--- config.mk ---
export PLATFORM = sky130hd
export DESIGN_NAME = mandala_pattern_engine_flat
export DESIGN_NICKNAME = d
export VERILOG_FILES = /design/src/rtl/mandala_pattern_engine_if.sv /design/src/rtl/mandala_pattern_engine.sv /design/src/flat_wrapper.sv
export SDC_FILE = /design/constraint.sdc
export NUM_CORES = 1
export LEC_CHECK = 0
export CORE_UTILIZATION = 30
export DETAILED_ROUTE_END_ITERATION = 8
export GPL_ROUTABILITY_DRIVEN = 0
export GPL_TIMING_DRIVEN = 0
export REMOVE_ABC_BUFFERS = 1
export SLEW_MARGIN = 20
export SYNTH_ARGS = -nofsm -noshare
export SYNTH_HDL_FRONTEND = slang
export SYNTH_SLANG_ARGS = --single-unit
--- constraint.sdc ---
create_clock -name clk -period 13.45 [get_ports clk]
set_clock_uncertainty 0.15 [all_clocks]
set_input_delay 2.69 -clock clk [delete_from_list [all_inputs] [get_ports clk]]
set_output_delay 2.69 -clock clk [all_outputs]
set_load 0.005 [all_outputs]
--- src/rtl/mandala_pattern_engine_if.sv ---
// mandala_pattern_engine_if
// Video bus between a sync generator and the mandala pattern engine.
//   hpos, vpos            : current pixel coordinates (10 bits each)
//   display_on            : active-video flag aligned with hpos/vpos
//   hsync_in, vsync_in    : raw syncs (active-high pulses) aligned with hpos/vpos
//   hsync_out, vsync_out  : syncs delayed to match the pixel pipeline
//   rgb                   : {R[1:0],G[1:0],B[1:0]} pixel colour
// master : sync generator / display side (drives coordinates and syncs)
// slave  : the pattern engine (drives delayed syncs and colour)
interface mandala_pattern_engine_if;
  logic [9:0] hpos;
  logic [9:0] vpos;
  logic       display_on;
  logic       hsync_in;
  logic       vsync_in;
  logic       hsync_out;
  logic       vsync_out;
  logic [5:0] rgb;

  modport master (
    output hpos, vpos, display_on, hsync_in, vsync_in,
    input  hsync_out, vsync_out, rgb
  );

  modport slave (
    input  hpos, vpos, display_on, hsync_in, vsync_in,
    output hsync_out, vsync_out, rgb
  );
endinterface

--- src/rtl/mandala_pattern_engine.sv ---
// mandala_pattern_engine
// Draws an animated striped disc centred on (CENTER_X, CENTER_Y). A pixel is
// lit when it lies strictly inside the disc of squared radius R2_MAX and the
// angle-like value (dx XOR dy) + phase has bit SECTOR_BIT set. The phase is
// advanced once per frame while running, or single-stepped while paused.
//
// Ports:
//   clk    : pixel clock, the only clock
//   rst_n  : asynchronous active-low reset
//   vid    : video bus (slave modport) - coordinates/syncs in, delayed syncs
//            and rgb out, all outputs at 2-cycle latency
//   run    : 1 = animate every frame, 0 = paused
//   dir    : 0 = phase increments, 1 = phase decrements
//   speed  : phase step per frame while running (0 = hold)
//   step   : single-step request, rising-edge sensitive, only while paused
//   phase  : current animation phase
//
// Optional feature macro: MANDALA_COLOR_EN
//   defined   : on pixels show {r2[17:16], angle[top 2], phase[top 2]},
//               forced to 6'b000001 when that would be all zero
//   undefined : monochrome, on pixels 6'b111111
module mandala_pattern_engine #(
  parameter int CENTER_X   = 320,
  parameter int CENTER_Y   = 240,
  parameter int R2_MAX     = 40000,
  parameter int PHASE_W    = 8,
  parameter int SECTOR_BIT = 4
) (
  input  logic                    clk,
  input  logic                    rst_n,
  mandala_pattern_engine_if.slave vid,
  input  logic                    run,
  input  logic                    dir,
  input  logic [2:0]              speed,
  input  logic                    step,
  output logic [PHASE_W-1:0]      phase
);

  localparam logic [9:0]  CX     = 10'(CENTER_X);
  localparam logic [9:0]  CY     = 10'(CENTER_Y);
  localparam logic [20:0] R2_LIM = 21'(R2_MAX);

  typedef enum logic {
    ST_PAUSE = 1'b0,
    ST_RUN   = 1'b1
  } anim_state_t;

  anim_state_t state;

  // Stage 1 registers
  logic [9:0] dx_q;
  logic [9:0] dy_q;
  logic       de1_q;
  logic       hs1_q;
  logic       vs1_q;

  // Stage 2 registers
  logic [19:0] r2_q;
  logic        de2_q;
  logic        hs2_q;
  logic        vs2_q;

  // Edge-detect registers
  logic vs_prev_q;
  logic step_prev_q;

  logic [9:0]  dx_d;
  logic [9:0]  dy_d;
  logic [19:0] dx_sq;
  logic [19:0] dy_sq;
  logic [20:0] r2_sum;
  logic [19:0] r2_d;
  logic        frame_evt;
  logic        step_evt;
  logic        pixel_on;
  logic [PHASE_W-1:0] speed_ext;

  assign dx_d = (vid.hpos >= CX) ? (vid.hpos - CX) : (CX - vid.hpos);
  assign dy_d = (vid.vpos >= CY) ? (vid.vpos - CY) : (CY - vid.vpos);

  assign dx_sq  = {10'd0, dx_q} * {10'd0, dx_q};
  assign dy_sq  = {10'd0, dy_q} * {10'd0, dy_q};
  assign r2_sum = {1'b0, dx_sq} + {1'b0, dy_sq};
  // Far corners of a 1024x1024 space can exceed 20 bits; saturating keeps
  // such pixels outside any disc limit instead of wrapping back inside.
  assign r2_d   = r2_sum[20] ? 20'hFFFFF : r2_sum[19:0];

  assign speed_ext = {{(PHASE_W-3){1'b0}}, speed};

  // The edge registers clear to 0 and the FSM resets to PAUSE, where frame
  // events are ignored; by the first RUN cycle vs_prev_q already holds the
  // level seen at release, so a vsync already high then never counts.
  assign frame_evt = vid.vsync_in & ~vs_prev_q;
  assign step_evt  = step & ~step_prev_q;

  always_ff @(posedge clk or negedge rst_n) begin
    if (!rst_n) begin
      dx_q  <= '0;
      dy_q  <= '0;
      de1_q <= 1'b0;
      hs1_q <= 1'b0;
      vs1_q <= 1'b0;
    end else begin
      dx_q  <= dx_d;
      dy_q  <= dy_d;
      de1_q <= vid.display_on;
      hs1_q <= vid.hsync_in;
      vs1_q <= vid.vsync_in;
    end
  end

`ifdef MANDALA_COLOR_EN
  logic [PHASE_W-1:0] angle_q;
  logic [5:0]         color_raw;

  always_ff @(posedge clk or negedge rst_n) begin
    if (!rst_n) begin
      r2_q    <= '0;
      angle_q <= '0;
      de2_q   <= 1'b0;
      hs2_q   <= 1'b0;
      vs2_q   <= 1'b0;
    end else begin
      r2_q    <= r2_d;
      angle_q <= (dx_q[PHASE_W-1:0] ^ dy_q[PHASE_W-1:0]) + phase;
      de2_q   <= de1_q;
      hs2_q   <= hs1_q;
      vs2_q   <= vs1_q;
    end
  end

  assign pixel_on  = ({1'b0, r2_q} < R2_LIM) && angle_q[SECTOR_BIT];
  assign color_raw = {r2_q[17:16], angle_q[PHASE_W-1:PHASE_W-2],
                      phase[PHASE_W-1:PHASE_W-2]};
  // A lit pixel must never look black, so an all-zero colour is nudged.
  assign vid.rgb   = (de2_q && pixel_on) ?
                     ((color_raw == 6'd0) ? 6'b000001 : color_raw) : 6'b000000;
`else
  // Monochrome only needs the stripe bit of the angle, so only that bit is
  // kept in the stage-2 register.
  logic sector_q;

  always_ff @(posedge clk or negedge rst_n) begin
    if (!rst_n) begin
      r2_q     <= '0;
      sector_q <= 1'b0;
      de2_q    <= 1'b0;
      hs2_q    <= 1'b0;
      vs2_q    <= 1'b0;
    end else begin
      r2_q     <= r2_d;
      sector_q <= 1'(((dx_q[PHASE_W-1:0] ^ dy_q[PHASE_W-1:0]) + phase)
                     >> SECTOR_BIT);
      de2_q    <= de1_q;
      hs2_q    <= hs1_q;
      vs2_q    <= vs1_q;
    end
  end

  assign pixel_on = ({1'b0, r2_q} < R2_LIM) && sector_q;
  assign vid.rgb  = (de2_q && pixel_on) ? 6'b111111 : 6'b000000;
`endif

  assign vid.hsync_out = hs2_q;
  assign vid.vsync_out = vs2_q;

  // Animation FSM. The step edge is only acted on in PAUSE and the frame
  // event only in RUN, so a coincident step and frame while paused applies
  // just the step.
  always_ff @(posedge clk or negedge rst_n) begin
    if (!rst_n) begin
      state       <= ST_PAUSE;
      phase       <= '0;
      vs_prev_q   <= 1'b0;
      step_prev_q <= 1'b0;
    end else begin
      vs_prev_q   <= vid.vsync_in;
      step_prev_q <= step;
      state       <= run ? ST_RUN : ST_PAUSE;
      case (state)
        ST_RUN: begin
          if (frame_evt) begin
            phase <= dir ? (phase - speed_ext) : (phase + speed_ext);
          end
        end
        default: begin
          if (step_evt) begin
            phase <= dir ? (phase - 1'b1) : (phase + 1'b1);
          end
        end
      endcase
    end
  end

endmodule
--- src/flat_wrapper.sv ---
// flat-port wrapper written by rule: the top's interface ports become plain ports
module mandala_pattern_engine_flat 
#(
  parameter int CENTER_X   = 320,
  parameter int CENTER_Y   = 240,
  parameter int R2_MAX     = 40000,
  parameter int PHASE_W    = 8,
  parameter int SECTOR_BIT = 4
)
  (clk, rst_n, run, dir, speed, step, phase, vid_hpos, vid_vpos, vid_display_on, vid_hsync_in, vid_vsync_in, vid_hsync_out, vid_vsync_out, vid_rgb);
  mandala_pattern_engine_if vid_i ();
  input  logic clk;
  input  logic rst_n;
  input  logic run;
  input  logic dir;
  input  logic [2:0] speed;
  input  logic step;
  output logic [PHASE_W-1:0] phase;
  input wire logic [$bits(vid_i.hpos)-1:0] vid_hpos;
  input wire logic [$bits(vid_i.vpos)-1:0] vid_vpos;
  input wire logic [$bits(vid_i.display_on)-1:0] vid_display_on;
  input wire logic [$bits(vid_i.hsync_in)-1:0] vid_hsync_in;
  input wire logic [$bits(vid_i.vsync_in)-1:0] vid_vsync_in;
  output wire logic [$bits(vid_i.hsync_out)-1:0] vid_hsync_out;
  output wire logic [$bits(vid_i.vsync_out)-1:0] vid_vsync_out;
  output wire logic [$bits(vid_i.rgb)-1:0] vid_rgb;
  assign vid_i.hpos = vid_hpos;
  assign vid_i.vpos = vid_vpos;
  assign vid_i.display_on = vid_display_on;
  assign vid_i.hsync_in = vid_hsync_in;
  assign vid_i.vsync_in = vid_vsync_in;
  assign vid_hsync_out = vid_i.hsync_out;
  assign vid_vsync_out = vid_i.vsync_out;
  assign vid_rgb = vid_i.rgb;
  mandala_pattern_engine #(.CENTER_X(CENTER_X), .CENTER_Y(CENTER_Y), .R2_MAX(R2_MAX), .PHASE_W(PHASE_W), .SECTOR_BIT(SECTOR_BIT)) u_core (.clk(clk), .rst_n(rst_n), .vid(vid_i), .run(run), .dir(dir), .speed(speed), .step(step), .phase(phase));
endmodule
# Word level (Yosys, flattened, before mapping)
# Cells that the tools add are included.
dict set report word_totals {
  out_inout_bits 16
  input_bits 31
  reg_bits 57
  wordCells 48
}
dict set report op_classes {
  mul 2
  mux 10
  addsub 10
  eq_ne 1
  n_lt_le_gt_ge 3
  reduce_logical 4
  n_bitwise 5
}
# cell count
set ops {}
lappend ops {{$mul A10 B10 Y20} 2}
lappend ops {{$mux W8} 5}
lappend ops {{$add A20 B20 Y21} 1}
lappend ops {{$lt A20 B16 Y1 const B} 1}
lappend ops {{$mux W10} 2}
lappend ops {{$mux W20} 1}
lappend ops {{$ge A10 B8 Y1 const B} 1}
lappend ops {{$ge A10 B9 Y1 const B} 1}
lappend ops {{$sub A10 B8 Y10 const B} 1}
lappend ops {{$sub A10 B9 Y10 const B} 1}
lappend ops {{$sub A8 B10 Y10 const A} 1}
lappend ops {{$sub A9 B10 Y10 const A} 1}
lappend ops {{$add A8 B1 Y8 const B} 1}
lappend ops {{$add A8 B3 Y8} 1}
lappend ops {{$sub A8 B1 Y8 const B} 1}
lappend ops {{$sub A8 B3 Y8} 1}
lappend ops {{$mux W6} 1}
lappend ops {{$add A5 B5 Y5} 1}
lappend ops {{$xor A5 B5 Y5} 1}
lappend ops {{$and A1 B1 Y1} 2}
lappend ops {{$logic_and A1 B1 Y1} 2}
lappend ops {{$ne A2 B2 Y1 const B} 1}
lappend ops {{$not A1 Y1} 2}
lappend ops {{$reduce_and A2 Y1} 1}
lappend ops {{other kinds (2)} 2}

# Depth between registers and ports, before layout
# Gate-level depths: netlist of the first run.
dict set report logic_depth {
  ltp_word 4
  depth_mapped 23
}

# Least setup slack after synthesis of the first run
# Ideal clock, no wire load.
dict set report synth_timing {
  kind {register to register}
  from {register u_core.dx_q[2]}
  to {register u_core.r2_q[15]}
  t_arrival_ns 6.061
  path_slack_ns 7.100
  required_time_ns 13.161
  path_stages_with_launch 22
  path_cell_list {dfrtp_1 > clkbuf_1 > nand2_1 > fa_1 > inv_1 > fa_1 > inv_1 > fa_1 > inv_1 > fa_1 > fa_1 > fa_1 > inv_1 > fa_1 > inv_1 > ha_1 > a21oi_1 > o21ai_2 > o31ai_4 > o22ai_1 > and3b_1 > or4_1}
}
dict set report synth_via {
  elab_chain_len 3
}
# item line
set synth_rtl {}
lappend synth_rtl {{start, declared} mandala_pattern_engine.sv:51} ;# logic [9:0] dx_q;
lappend synth_rtl {{start signal, assigned} mandala_pattern_engine.sv:98} ;# dx_q <= '0;
lappend synth_rtl {{start signal, assigned} mandala_pattern_engine.sv:104} ;# dx_q <= dx_d;
lappend synth_rtl {{$mul A10 B10 Y20} mandala_pattern_engine.sv:81} ;# assign dx_sq = {10'd0, dx_q} * {10'd0, dx_q};
lappend synth_rtl {{$add A20 B20 Y21} mandala_pattern_engine.sv:83} ;# assign r2_sum = {1'b0, dx_sq} + {1'b0, dy_sq};
lappend synth_rtl {{$mux W20} mandala_pattern_engine.sv:86} ;# assign r2_d = r2_sum[20] ? 20'hFFFFF : r2_sum[19:0];
lappend synth_rtl {{named net u_core.r2_d[15]} mandala_pattern_engine.sv:72} ;# logic [19:0] r2_d;
lappend synth_rtl {{end signal, assigned} mandala_pattern_engine.sv:151} ;# r2_q <= r2_d;
lappend synth_rtl {{end, declared} mandala_pattern_engine.sv:58} ;# logic [19:0] r2_q;
# The timed path passes the listed nets, and every way through them passes these cells.
# A chain may end at the register's enable or synchronous reset.

# Final worst setup path of the first run
dict set report layout_timing {
  from {register u_core.dx_q[2]}
  to {register u_core.r2_q[18]}
}
# The elaborated chain is that of the path after synthesis.

==> results of run 1 <==
## routing by layer
metal | share of wire (%) | vias to the layer above | global-route usage [%]
li1 | - | 2686 | -
met1 | 50 | 2685 | 17.32
met2 | 48 | 47 | 21.01
met3 | 1.2 | 9 | 0.7388
met4 | 0.72 | 0 | 1.382
met5 | 0 | - | 0
## cell type report
class,count,share of cell area (%)
Clock buffer,6,1.431
Tap cell,335,4.654
Clock inverter,2,0.1389
Multi-Input combinational cell,577,66.16
Timing Repair Buffer,48,5.363
Sequential cell,51,14.17
Inverter,194,8.086
## path summary, 6_finish.rpt
| kind | startpoint | end | slack, ps | cells after the start |
|---|---|---|---|---|
| worst max register to register | u_core.dx_q[2]$_DFF_PN0_ | u_core.r2_q[18]$_DFF_PN0_ | 6530 | 20 |
| max in group asynchronous | rst_n | u_core.dy_q[7]$_DFF_PN0_ | 10400 | 2 |
| worst max-delay path | u_core.dx_q[2]$_DFF_PN0_ | u_core.r2_q[18]$_DFF_PN0_ | 6530 | 20 |
| worst min-delay path | u_core.de1_q$_DFF_PN0_ | u_core.de2_q$_DFF_PN0_ | 200 | 0 |
| worst min register to register | u_core.de1_q$_DFF_PN0_ | u_core.de2_q$_DFF_PN0_ | 200 | 0 |
| min in group asynchronous | rst_n | u_core.hs1_q$_DFF_PN0_ | 2220 | 1 |
## logic make-up (layout without fill, tap and decap cells)
group                      count (synthesis)  in the layout  share of synthesized area (%)
DFF                                       51             51                          15.78
buffers and inverters                    223            250                          10.69
and+or+nand+nor                          203            203                          12.69
muxes                                      6              6                         0.7891
xor gates and xnor gates                  43             43                          4.657
adders and majority gates                231            231                          47.72
AOI/OAI and AO/OA                         94             94                          7.675
## state kept, by name, indices dropped and copies added, names as in the netlist
signal,cells
u_core.dy_q,10
u_core.sector_q,1
u_core.de2_q,1
u_core.state,1
u_core.step_prev_q,1
u_core.de1_q,1
u_core.vid.hsync_out,1
u_core.phase,8
u_core.hs1_q,1
u_core.vs1_q,1
u_core.vid.vsync_out,1
u_core.dx_q,10
u_core.r2_q,14
## cells in the mapped netlist, drive strengths merged (3+ instances only)
cell type and number:
nand2b 11, nand3 11, o21ai 22, o21bai 4
mux2i 3, fa 129, xor2 17, o31ai 3
a21o 13, nor3 9, nor2b 6, mux2 3
a21oi 29, xnor2 26, nand2 64, a211oi 3
and3 8, and2 46, nor2 33, a31oi 4
inv 194, or3 3, clkbuf 22, ha 102
buf 7, dfrtp 51
## placed cells by master (no fill, tap or decap), types with 2 or more instances in the layout
master,Yosys,layout
nor2_1,33,33
dfrtp_1,51,51
nor4_1,2,2
a21oi_1,29,29
a21o_1,12,12
or3_1,3,3
nand3_1,11,11
a31o_2,2,2
nor3_1,9,9
nand2_1,64,64
ha_1,102,102
a31oi_1,4,4
mux2i_1,3,3
o211ai_1,2,2
nor4bb_1,2,2
xor2_1,17,17
inv_1,194,194
a22oi_1,2,2
o21ai_0,21,21
clkbuf_16,0,5
xnor2_1,26,26
and3_1,7,7
nand2b_1,11,11
and2_1,46,46
mux2_2,3,3
o21a_1,2,2
o31ai_1,2,2
nor2b_1,6,6
or4_1,2,2
clkdlybuf4s50_1,0,45
o21bai_1,4,4
a211oi_1,3,2
fa_1,129,129
## through the flow
step	cells	hold slack, ps	area [um2]	worst slack [ps]	utilization (%)
floorplan	822	181.2	7950	7137	-
global placement	1203	182.5	8830	6173	33.60
detailed placement	1205	187.1	8865	6552	33.73
CTS	1213	203.0	9006	6506	34.27
global route	1213	205.9	9006	6140	34.27
finish	1213	200.2	9006	6530	34.27
## critical path, stage by stage (launching register included)
cell and delay, ps:
dfrtp_1 760, nand2_1 200, fa_1 530, inv_1 50, fa_1 500, inv_1 50, fa_1 490, inv_1 50
fa_1 520, fa_1 450, fa_1 560, inv_1 60, fa_1 530, inv_1 40, ha_1 310, nand3_1 90
o21ai_2 280, o31ai_4 110, a211oi_1 330, a211oi_2 150, or4_1 560
==> flow_summary.rst, run 1 <==
.. list-table::
   :header-rows: 1

   * - Metric
     - Value
   * - Detailed placement HPWL
     - 13640 um
   * - Gr usage total
     - 12.20%
   * - Max transition margin
     - 55.91%
   * - Number of enable-type register cells in the synthesized netlist
     - 0
   * - Nets
     - 1139
   * - Remaining design rule violation count
     - 0
   * - Post-route minimum period
     - 6920 ps
   * - Total of max-cap violations
     - 0
   * - Part of the cycle the worst path needs
     - 51.45%
   * - DRT Wirelength
     - 15930 um
   * - Number of nets with antenna violations after routing
     - 0
   * - Data required time of the critical path
     - 13450 ps
   * - Number of warnings printed during yosys synthesis
     - 0
   * - Number of post-CTS setup repair buffers
     - 0
   * - # hold bufs at CTS
     - 0
   * - Worst skew pair latency
     - 280 ps
   * - Share of post-route cells with drive strength above 1
     - 2.733%
   * - Launching element type of the critical path
     - flip-flop
   * - Count of final hold-check violations
     - 0
   * - Global-route congestion overflow total
     - 0
   * - Async SR Flop Fraction
     - 100.0%
   * - Core ar.
     - 26280 um2
   * - Number of instances in the synthesized netlist
     - 851
   * - Pin count of the biggest net entering global routing
     - 31
   * - Detailed-route wire length per cell
     - 13.13 um
   * - Pins Over Slew Limit
     - 0
   * - Via Count
     - 5427
   * - Number of vias per cell
     - 4.474
   * - Post_cts resized
     - 0
   * - Number of port buffers
     - 46
   * - Proportion of netlist area held by the largest area contributor
     - 31.94%
   * - Horiz. Die Dim
     - 166.2 um
   * - Maximum achievable frequency
     - 0.1445 GHz
   * - Area added between synthesis and finish
     - 11.37%
   * - Global-route wire length before repair
     - 27570 um
   * - Number of synthesized register bits
     - 51
   * - Die area
     - 27620 um2
   * - 1st-pass router iterations
     - 4
   * - Clock tree buffer depth
     - 2
   * - Number of antenna violations at the first check in global routing
     - 0
   * - Total clock sinks
     - 51
   * - Unique cell type count in the Yosys netlist
     - 52
   * - Row Count
     - 59
   * - Cell area after technology mapping
     - 8087 um2
   * - I/O Pins
     - 47
   * - Path type of the worst setup path
     - flip-flop to flip-flop
   * - DIE HEIGHT
     - 166.2 um
   * - Post-synthesis sequential area ratio
     - 15.78%
   * - Initial cell density of the core
     - 30.77%
   * - Unrepaired setup endpoints after global routing
     - false
   * - Largest fanout on the critical path
     - 13
   * - Number of antenna diodes
     - 0
   * - Avg Inst Size Synth
     - 9.502 um2
   * - Initial DRC Count
     - 151
   * - Root buffer cell
     - clkbuf_16
   * - Most common flop cell mapped by yosys
     - dfrtp_1
   * - Vias in the first global route
     - 5654
   * - Number of fill cells in the layout
     - 2707
   * - Sequential cell area
     - 1276 um2
   * - Signal arrival time at the worst endpoint
     - 6920 ps
   * - Type of the worst min-delay path
     - flip-flop to flip-flop
   * - Register clock-pin slew on the reported worst setup and hold paths
     - 60 ps
   * - H-Tree Level Count
     - 2
   * - Multi-input gate area in the final layout
     - 5958 um2
   * - Critical path endpoint category
     - flip-flop
   * - Setup violations, final
     - 0
   * - Result of the run
     - complete, no violations
   * - Dominant cell type by area after synthesis
     - fa_1
   * - Clock tree from TritonCTS
     - yes
   * - Post-route setup TNS
     - 0 ps
   * - Number of buffers created by CTS
     - 5
   * - Dominant cells by area after synthesis
     - fa_1 32%, dfrtp_1 16%, ha_1 16%
   * - Slew at the pin closest to its max-slew limit
     - 661.4 ps
Power of run 1 is left out: the tool's default activity adds up to more than one toggle a clock period on the data nets, which glitch-free logic cannot reach.
==> run 2: changes to the inputs <==
==> constraint.sdc (replaced) <==
create_clock -name clk -period 7.1 [get_ports clk]
set_clock_uncertainty 0.15 [all_clocks]
set_input_delay 1.42 -clock clk [delete_from_list [all_inputs] [get_ports clk]]
set_output_delay 1.42 -clock clk [all_outputs]
set_load 0.005 [all_outputs]
==> run 2 against run 1 <==
Effect of this change: non-clock buffer count unchanged; via count is essentially flat; first-iteration DRC count shrank 7.9%; worst setup slack worse by 6200 ps; sequential share of layout area rose by 0.15 points; global-route usage stayed put; maximum frequency up 2.9%; critical endpoint unchanged; largest cell class unchanged.
==> flow_summary.rst, run 2 (same netlist as run 1, synthesis figures left out) <==
.. list-table::
   :header-rows: 1

   * - Metric
     - Value
   * - Launching element type of the critical path
     - flip-flop
   * - Registers with the highest flip-flop counts
     - u_core.r2_q x14, u_core.dx_q x10, u_core.dy_q x10
   * - Commonest non-fill, non-tap cells in the layout
     - 194 x inv_1, 129 x fa_1, 102 x ha_1
   * - Initial cell density of the core
     - 30.77%
   * - Global-route wire length before repair
     - 27570 um
   * - Number of nets with antenna violations after routing
     - 0
   * - Number of antenna diodes
     - 0
   * - Smallest hold slack
     - 200.1 ps
   * - Pin count of the biggest net entering global routing
     - 31
   * - DRT Wirelength
     - 15910 um
   * - Max FFs per register
     - 14
   * - Number of buffers created by CTS
     - 5
   * - Slack of the critical path
     - 375.1 ps
   * - Nets
     - 1139
   * - Detailed placement HPWL
     - 13640 um
   * - Row Count
     - 59
   * - Number of vias per cell
     - 4.476
   * - Part of the cycle the worst path needs
     - 94.72%
   * - H-Tree Level Count
     - 2
   * - Max transition margin
     - 57.49%
   * - Root buffer cell
     - clkbuf_16
   * - Initial DRC Count
     - 139
   * - Maximum achievable frequency
     - 0.1487 GHz
   * - I/O Pins
     - 47
   * - Vias in the first global route
     - 5654
   * - Gr usage total
     - 12.20%
   * - Detailed-route wire length per cell
     - 13.12 um
   * - Largest fanout on the critical path
     - 12
   * - Core ar.
     - 26280 um2
   * - Clock tree buffer depth
     - 2
   * - Via Count
     - 5429
   * - Post-route minimum period
     - 6725 ps
   * - Unrepaired setup endpoints after global routing
     - false
   * - Number of post-CTS setup repair buffers
     - 0
   * - Leading cell type in the layout, fill and taps excluded
     - inv_1
   * - Global-route congestion overflow total
     - 0
   * - # hold bufs at CTS
     - 0
   * - Share of post-route cells with drive strength above 1
     - 4.214%
   * - Signal arrival time at the worst endpoint
     - 6720 ps
   * - Path type of the worst setup path
     - flip-flop to flip-flop
   * - 1st-pass router iterations
     - 4
   * - Data required time of the critical path
     - 7100 ps
   * - Post_cts resized
     - 0
   * - Placed inst area
     - 8865 um2
   * - Number of antenna violations at the first check in global routing
     - 0
   * - Remaining design rule violation count
     - 0
   * - Slew at the pin closest to its max-slew limit
     - 632.8 ps
   * - Type of the worst min-delay path
     - flip-flop to flip-flop
   * - Critical path endpoint category
     - flip-flop
   * - Setup violations, final
     - 0
   * - Horiz. Die Dim
     - 166.2 um
   * - Register clock-pin slew on the reported worst setup and hold paths
     - 60 ps
   * - Largest Register
     - u_core.r2_q
   * - Area added between synthesis and finish
     - 11.57%
   * - Total clock sinks
     - 51
   * - Placement-stage worst setup slack
     - 201.7 ps
   * - DIE HEIGHT
     - 166.2 um
   * - Die area
     - 27620 um2
   * - Worst skew pair latency
     - 280 ps
   * - Result of the run
     - complete, no violations
   * - Design area
     - 9022 um2
   * - Pins Over Slew Limit
     - 0
   * - Clock tree from TritonCTS
     - yes
   * - Number of port buffers
     - 46
   * - Total of max-cap violations
     - 0
   * - Count of final hold-check violations
     - 0
==> run 2: per-layer routing <==
layer / GRT usage, % / up-vias / part of all wire, %
met1: 17.32 / 2686 / 49
met5: 0 / - / 0
met4: 1.382 / 0 / 0.75
li1: - / 2686 / -
met3: 0.7388 / 9 / 1.7
met2: 21.01 / 48 / 49
==> run 2: stage by stage <==
step                      std cells  util, %  setup TNS (ps)
after global routing           1213    34.33               0
after CTS                      1213    34.27               0
after global placement         1203    33.60           -1494
after detailed placement       1205    33.73               0
after floorplan                 822        -               0
final                          1213    34.33               0
==> run 2: cell type report <==
cell class | count | area, um2
clock buffers | 6 | 128.9
clock inverters | 2 | 12.51
fillers | 2702 | 17260
inverters | 194 | 728.2
multi-input cells | 577 | 5958
flip-flops and latches | 51 | 1292
well taps | 335 | 419.2
repair buffers | 48 | 483.0
==> run 2: final timing paths <==
check	start	to	slack (ps)	cells past startpoint
min reg2reg	u_core.de1_q$_DFF_PN0_	u_core.de2_q$_DFF_PN0_	200	0
min in group asynchronous	rst_n	u_core.hs1_q$_DFF_PN0_	950	1
max reg2reg	u_core.dx_q[3]$_DFF_PN0_	u_core.r2_q[18]$_DFF_PN0_	380	20
min	u_core.de1_q$_DFF_PN0_	u_core.de2_q$_DFF_PN0_	200	0
max	u_core.dx_q[3]$_DFF_PN0_	u_core.r2_q[18]$_DFF_PN0_	380	20
max in group asynchronous	rst_n	u_core.dy_q[5]$_DFF_PN0_	5310	2
==> run 2: worst max-delay path, cell delays in order (launching register included) <==
cell and delay (ps):
dfrtp_1 640, nand2_1 160, fa_1 500, inv_1 50
fa_1 500, inv_1 50, fa_1 490, inv_1 50
fa_1 520, fa_1 450, fa_1 560, inv_1 60
fa_1 530, inv_1 40, ha_1 310, nand3_1 90
o21ai_2 280, o31ai_4 110, a211oi_1 330, a211oi_2 160
or4_1 560
Power of run 2 is left out for the same reason.
